## config.mk

```make
export PLATFORM = sky130hd
export DESIGN_NAME = uart_rx
export DESIGN_NICKNAME = d
export VERILOG_FILES = /design/src/rtl/uart_pkg.sv /design/src/rtl/sync_2ff.sv /design/src/rtl/uart_rx.sv
export SDC_FILE = /design/constraint.sdc
export NUM_CORES = 1
export LEC_CHECK = 0
export ABC_AREA = 1
export CAP_MARGIN = 0
export CELL_PAD_IN_SITES_DETAIL_PLACEMENT = 0
export CELL_PAD_IN_SITES_GLOBAL_PLACEMENT = 1
export CORE_MARGIN = 3
export CORE_UTILIZATION = 41
export CTS_CLUSTER_DIAMETER = 80
export CTS_CLUSTER_SIZE = 40
export DETAILED_ROUTE_END_ITERATION = 6
export GPL_ROUTABILITY_DRIVEN = 0
export PLACE_DENSITY_LB_ADDON = 0.08
export SETUP_SLACK_MARGIN = 0.05
export SYNTH_ARGS = -nofsm -noshare
export SYNTH_HDL_FRONTEND = slang
export SYNTH_HIERARCHICAL = 1
export SYNTH_SLANG_ARGS = --single-unit
```

## constraint.sdc

```tcl
create_clock -name clk -period 1.74 [get_ports clk]
set_input_delay 0.174 -clock clk [delete_from_list [all_inputs] [get_ports clk]]
set_output_delay 0.174 -clock clk [all_outputs]
set_load 0.03 [all_outputs]
```

## src/rtl/uart_pkg.sv

```systemverilog
// Shared UART definitions: receiver state encoding, frame geometry and the
// default bit period (100 MHz clock, 115200 baud).
package uart_pkg;

    localparam int unsigned UART_DATA_BITS            = 8;
    localparam int unsigned UART_CLKS_PER_BIT_DEFAULT = 868;

    typedef enum logic [2:0] {
        StIdle,
        StStart,
        StData,
        StParity,
        StStop,
        StRecover
    } uart_rx_state_t;

    // Even-parity check: returns 1 when data plus parity bit has an odd number of ones.
    function automatic logic parity_odd(input logic [UART_DATA_BITS-1:0] data,
                                        input logic                      par);
        return ^{data, par};
    endfunction

endpackage

```

## src/rtl/sync_2ff.sv

```systemverilog
// Generic two-flop synchronizer for a single asynchronous bit. The reset
// value is a parameter so idle-high lines (UART RX) come out of reset idle.
module sync_2ff #(
    parameter logic ResetVal = 1'b1
) (
    input  logic clk,
    input  logic reset_n,
    input  logic d_i,
    output logic q_o
);

    logic meta_q;
    logic sync_q;

    // Two-stage capture; the first stage may go metastable, the second settles it.
    always_ff @(posedge clk) begin
        if (!reset_n) begin
            meta_q <= ResetVal;
            sync_q <= ResetVal;
        end else begin
            meta_q <= d_i;
            sync_q <= meta_q;
        end
    end

    assign q_o = sync_q;

endmodule

```

## src/rtl/uart_rx.sv

```systemverilog
// UART receiver: 8N1 by default, 8E1 when UART_RX_PARITY_EN is defined.
// Bytes are presented on rx_data_o with a one-cycle rx_valid_o strobe; bad
// frames produce a one-cycle frame_error_o or parity_error_o strobe instead.
// IDLE is re-entered at the middle of the stop bit so the next start edge,
// half a bit later, is never missed.
module uart_rx
    import uart_pkg::*;
#(
    parameter int unsigned CLKS_PER_BIT = UART_CLKS_PER_BIT_DEFAULT
) (
    input  logic                      clk,
    input  logic                      reset_n,
    input  logic                      rxd_i,
    output logic [UART_DATA_BITS-1:0] rx_data_o,
    output logic                      rx_valid_o,
    output logic                      frame_error_o,
    output logic                      parity_error_o,
    output logic                      busy_o
);

    localparam int unsigned CntW = $clog2(CLKS_PER_BIT);
    localparam int unsigned Half = CLKS_PER_BIT / 2;

    localparam logic [CntW-1:0] HalfLast = CntW'(Half - 1);
    localparam logic [CntW-1:0] BitLast  = CntW'(CLKS_PER_BIT - 1);
    localparam logic [2:0]      LastBit  = 3'(UART_DATA_BITS - 1);

    logic rxd_s;

    uart_rx_state_t            state_q;
    logic [CntW-1:0]           cnt_q;
    logic [2:0]                bit_idx_q;
    logic [UART_DATA_BITS-1:0] shift_q;
    logic [UART_DATA_BITS-1:0] rx_data_q;
    logic                      rx_valid_q;
    logic                      frame_error_q;

    logic half_end;
    logic bit_end;

    sync_2ff #(
        .ResetVal(1'b1)
    ) u_sync (
        .clk    (clk),
        .reset_n(reset_n),
        .d_i    (rxd_i),
        .q_o    (rxd_s)
    );

    assign half_end = (cnt_q == HalfLast);
    assign bit_end  = (cnt_q == BitLast);

`ifdef UART_RX_PARITY_EN
    logic parity_bit_q;
    logic parity_error_q;
`endif

    // Receive FSM: bit timing, sampling, shifting and registered strobes.
    always_ff @(posedge clk) begin
        if (!reset_n) begin
            state_q       <= StIdle;
            cnt_q         <= '0;
            bit_idx_q     <= '0;
            shift_q       <= '0;
            rx_data_q     <= '0;
            rx_valid_q    <= 1'b0;
            frame_error_q <= 1'b0;
`ifdef UART_RX_PARITY_EN
            parity_bit_q   <= 1'b0;
            parity_error_q <= 1'b0;
`endif
        end else begin
            // Strobes are single-cycle by default.
            rx_valid_q    <= 1'b0;
            frame_error_q <= 1'b0;
`ifdef UART_RX_PARITY_EN
            parity_error_q <= 1'b0;
`endif
            unique case (state_q)
                StIdle: begin
                    if (!rxd_s) begin
                        state_q <= StStart;
                        cnt_q   <= '0;
                    end
                end

                StStart: begin
                    if (half_end) begin
                        cnt_q     <= '0;
                        bit_idx_q <= '0;
                        // Line back high at mid-start means a glitch, not a frame.
                        state_q   <= rxd_s ? StIdle : StData;
                    end else begin
                        cnt_q <= cnt_q + 1'b1;
                    end
                end

                StData: begin
                    if (bit_end) begin
                        cnt_q     <= '0;
                        shift_q   <= {rxd_s, shift_q[UART_DATA_BITS-1:1]};
                        bit_idx_q <= bit_idx_q + 1'b1;
                        if (bit_idx_q == LastBit) begin
`ifdef UART_RX_PARITY_EN
                            state_q <= StParity;
`else
                            state_q <= StStop;
`endif
                        end
                    end else begin
                        cnt_q <= cnt_q + 1'b1;
                    end
                end

`ifdef UART_RX_PARITY_EN
                StParity: begin
                    if (bit_end) begin
                        cnt_q        <= '0;
                        parity_bit_q <= rxd_s;
                        state_q      <= StStop;
                    end else begin
                        cnt_q <= cnt_q + 1'b1;
                    end
                end
`endif

                StStop: begin
                    if (bit_end) begin
                        cnt_q <= '0;
                        if (rxd_s) begin
                            state_q <= StIdle;
`ifdef UART_RX_PARITY_EN
                            if (parity_odd(shift_q, parity_bit_q)) begin
                                parity_error_q <= 1'b1;
                            end else begin
                                rx_data_q  <= shift_q;
                                rx_valid_q <= 1'b1;
                            end
`else
                            rx_data_q  <= shift_q;
                            rx_valid_q <= 1'b1;
`endif
                        end else begin
                            // A low stop bit outranks any parity problem.
                            frame_error_q <= 1'b1;
                            state_q       <= StRecover;
                        end
                    end else begin
                        cnt_q <= cnt_q + 1'b1;
                    end
                end

                StRecover: begin
                    // Wait out a break so a held-low line cannot look like a new start.
                    if (rxd_s) begin
                        state_q <= StIdle;
                    end
                end

                default: begin
                    state_q <= StIdle;
                end
            endcase
        end
    end

    assign rx_data_o     = rx_data_q;
    assign rx_valid_o    = rx_valid_q;
    assign frame_error_o = frame_error_q;
    assign busy_o        = (state_q != StIdle);

`ifdef UART_RX_PARITY_EN
    assign parity_error_o = parity_error_q;
`else
    assign parity_error_o = 1'b0;
`endif

endmodule

```

# Yosys cells after proc, flatten, opt, wreduce, memory -nomap -nowiden
# Cells that the tools add are included.
# word_totals
ff_bits,36
out_inout_bits,12
inputBits,3
# classes
mux,18
addsub,2
eq_ne,13
n_reduce_logical,11
# ops
cell,n
10-bit two-way mux,3
10-bit case mux with 3 select lines,1
3-bit two-way mux,9
3-bit case mux with 5 select lines,1
"10-bit by 1-bit adder with 10-bit output, second input constant",1
"10-bit equality test, second input constant",1
"10-bit by 9-bit equality test with 1-bit output, second input constant",1
"2-bit != test, second input constant",5
"3-bit equality test, second input constant",3
3-bit AND reduction,3
3-bit case mux with 2 select lines,1
6-bit AND reduction,1
3-bit nonzero test,2
2-bit AND reduction,2
"3-bit by 1-bit adder with 3-bit output, second input constant",1
"3-bit by 1-bit equality test with 1-bit output, second input constant",1
"3-bit by 2-bit equality test with 1-bit output, second input constant",1
3-bit logical NOT,1
1-bit two-way mux,2
2-bit two-way mux,1
"2-bit by 1-bit != test with 1-bit output, second input constant",1
2-bit nonzero test,1
2-bit OR reduction,1

# Depth between registers and ports, before layout
# logic_depth
depth_word,4
depth_mapped,11
mapped_depth_nobuf,11

# Cells and area by module
# The synthesis kept the hierarchy.
# by_module_without_submodules
mod,cells_each,n_inst,area_per_inst_um2
uart_rx,275,1,1855.5
sync_2ff,6,1,55.1

# Worst setup path after synthesis
# OpenSTA, ideal clock, no wires.
# synth_timing
path_kind,reg-to-reg
from,reg cnt_q[0]
to,reg cnt_q[2]
setup_ns,0.109
slack_ns,0.341
path_stages_with_launch,11
t_arrival_ns,1.290
path_buffers,0
cell_sequence,dfxtp_1 ha_1 nand3_2 nor2_4 nand2_2 nand2_2 nand2_1 nand2_1 nand2_1 nand2_1 inv_1
# synth_via
elab_chain_len,3
elab_cells_between_ends,6
cone_classes,1 x add/sub; 2 x eq/ne; 3 x mux
# synth_lines
element,line_no,rtl
from (decl),uart_rx.sv:31,logic [CntW-1:0] cnt_q;
from (signal assigned),uart_rx.sv:94,cnt_q <= cnt_q + 1'b1;
from (signal assigned),uart_rx.sv:111,cnt_q <= cnt_q + 1'b1;
from (signal assigned),uart_rx.sv:149,cnt_q <= cnt_q + 1'b1;
"10-bit by 1-bit adder with 10-bit output, or another cell as far along","uart_rx.sv:94, uart_rx.sv:111, uart_rx.sv:149",
"10-bit two-way mux, on equally long branches","uart_rx.sv:99, uart_rx.sv:128, uart_rx.sv:88",
10-bit case mux with 3 select lines *,uart_rx.sv:79,unique case (state_q)
# Every way passes the cells marked *; elsewhere a longest branch is shown, timed or not.
# A chain may end at the register's enable or synchronous reset.

# Worst setup path in the final report
# layout_timing
from,reg cnt_q[1]
to,reg rx_data_q[7] (netlist: rx_data_o[7])
# layout_via
elab_chain_len,2
# layout_lines
element,line_no,rtl
10-bit equality test,uart_rx.sv:51,assign bit_end = (cnt_q == BitLast);
3-bit AND reduction (no line),n/a,
to (signal assigned),uart_rx.sv:140,rx_data_q <= shift_q;
to (decl),uart_rx.sv:34,logic [UART_DATA_BITS-1:0] rx_data_q;
# No other way between the ends.

==> flow_summary.toml <==
[run_status]
status = "finished clean"

[placement]
place_ws_ns = 0.09796
postPlaceCellArea_sq_um = 2082
dp_hpwl_microns = 2955
io_buffers = 13
dp_cells = 342

[floorplanning]
dieArea_sq_um = 5515
core_area_sq_um = 4414
start_util_pct = 43.28
io_pins = 15
rows = 24
die_w_microns = 74.27
die_h_microns = 74.27

[route]
drtPass1Iterations = 4
wl_per_cell_microns = 11.35
drtIter0Drc = 103
drt-total-wl_microns = 3983
drcViolationCount = 0
vias_per_cell = 4.684
antenna_left = 0
num_vias = 1644

[synth]
yosysMostFrequentCell = "nand2_1"
synth_area_sq_um = 1911
yosys.area.top_type = "dfxtp_1"
syn_area_per_cell_sq_um = 6.799
yosysWarnings = 6
async_flop_share_pct = 0
syn_inst = 281
synth_flop_cell = "dfxtp_1"
ys_seq_area_share_pct = 37.72
synth_edf_count = 0
ys_types = 28
synth_top_cell_area_share_pct = 37.72
ys_ff_latch = 36
synth_area_leaders = "dfxtp_1 38%, nand2_1 10%, nor2_1 9.0%"
syn-num-nets = 288
synthTopCellsByCount = "51 x nand2_1, 46 x nor2_1, 36 x dfxtp_1, 36 x inv_1, 27 x nand3_1"

[sta]
min_period_over_period_pct = 89.69
rsz0062_at_grt = "false"
whs_ns = 0.4031
final-hold-violation-count = 0
setup_viol = 0
min_period_ns = 1.561
fin_ws_ns = 0.1793
setup_tns_ns = 0
slew_violations = 0
fin_worst_skew_ns = 0.004748
max_freq_mhz = 640.7

[pwr]
p_total_mw = 2.495
power_leakage_nw = 1.008
p_per_area_nw_per_um2 = 1124
ir_worst_vdd_v = 0.0006017

[clocking]
h-tree-depth = 2
ctsHoldBuffers = 0
path_clk_slew_ns = 0.07
cts-buffers-inserted = 5
cts-root-buf = "clkbuf_8"
clk_latency_ns = 0.29
cts_buffer_depth = 2
tritoncts = "built"
cts_sinks = 36

[cells_and_area]
final_layout_size_suffix_gt1_share_pct = 16.05
final_area_sq_um = 2220
final_nets = 305
antenna_cells = 0
fin_util_pct = 50.28
final_cells = 351
area_growth_syn_to_layout_pct = 16.18

[worst_setup_path]
crit_path_end_kind = "register"
cpPeakStageDelay_ns = 0.39
crit_fanout = 8
path_class = "reg2reg"
worstPathRequired_ns = 1.96
critPathLaunchType = "register"
arrival_ns = 1.78
crit_chain = "ha_2, nand3_2, nor2_4, nand2_2, nor3_4, buf_12, o21ai_1, nor2_1"
crit_slowest_cell = "dfxtp_1"

[global_route]
grt_usage_pct = 17.00
grt_pass1_vias = 1577
grt_max_degree = 18
overflow = 0
grt_antenna_before_repair = 0
grt_pass1_wl_microns = 7203

[run]
drv_cap = 0

[hold_path]
holdCritPathClass = "reg2reg"
-- critical path: cells and delay by family, from the launching register on --
family / cells / cell delay (ns)
AOI/OAI and AO/OA: 1 / 0.06
adders and majority gates: 1 / 0.24
buffers and inverters: 1 / 0.15
DFF: 1 / 0.39
and+or+nand+nor: 5 / 0.67
-- final timing paths --
kind / start / endpoint / slack, ns / depth (start not counted)
setup / recovery: cnt_q[1]$_SDFFE_PN0P_ / rx_data_o[7]$_SDFFE_PN0P_ / 0.18 / 8
hold / removal: u_sync/meta_q$_SDFF_PN1_ / u_sync/q_o$_SDFF_PN1_ / 0.40 / 2
setup reg to reg: cnt_q[1]$_SDFFE_PN0P_ / rx_data_o[7]$_SDFFE_PN0P_ / 0.18 / 8
hold reg to reg: u_sync/meta_q$_SDFF_PN1_ / u_sync/q_o$_SDFF_PN1_ / 0.40 / 2
-- sequential cells by signal, indices dropped and copies added, names as in the netlist --
name	cells
rx_valid_o	1
cnt_q	10
frame_error_o	1
u_sync/meta_q	1
u_sync/q_o	1
bit_idx_q	3
rx_data_o	8
shift_q	8
state_q	3
-- logic make-up after synthesis --
group           after synthesis  share of synthesized area, %
fa+ha+maj                     4                         2.620
compound gates               33                         9.365
buf+inv                      53                         11.26
flops                        36                         37.72
simple gates                154                         38.83
other cells                   1                        0.1963
-- per-layer routing --
| metal | track usage [%] | wire, microns | vias up |
|---|---|---|---|
| met5 | 0 | 0 | - |
| met4 | 6.522 | 65 | 0 |
| met3 | 3.649 | 87 | 7 |
| met1 | 21.19 | 1978 | 706 |
| li1 | - | - | 917 |
| met2 | 28.74 | 1851 | 14 |
-- cell usage in the layout, fill, tap and decap left out, drive strengths merged, types with 3 or more instances in the layout --
cell	instances
a21oi	13
buf	3
clkbuf	6
clkdlybuf4s50	12
dfxtp	36
ha	4
inv	47
nand2	59
nand3	34
nor2	50
nor3	7
o21ai	18
-- what timing repair did --
action,4_1_cts,5_1_grt
endpoints found under the setup margin,1,18
setup buffers,0,1
gates cloned,0,0
pin swaps,0,1
gates resized for setup,1,4
-- where the power goes --
group          internal, mW  switching, mW  leakage [nW]
registers             0.895         0.0683         0.292
clock network         0.425          0.295        0.0552
logic                 0.265          0.546         0.661
-- cell type report --
class                           count  area [sq um]
Fill cell                         452          2195
Multi-Input combinational cell    192         984.7
Sequential cell                    36         721.9
Inverter                           47         176.4
Timing Repair Buffer               16         163.9
Clock buffer                        6         72.57
Tap cell                           52         65.06
Clock inverter                      2         35.03
Note: power is estimated with default switching activity, not from simulation.
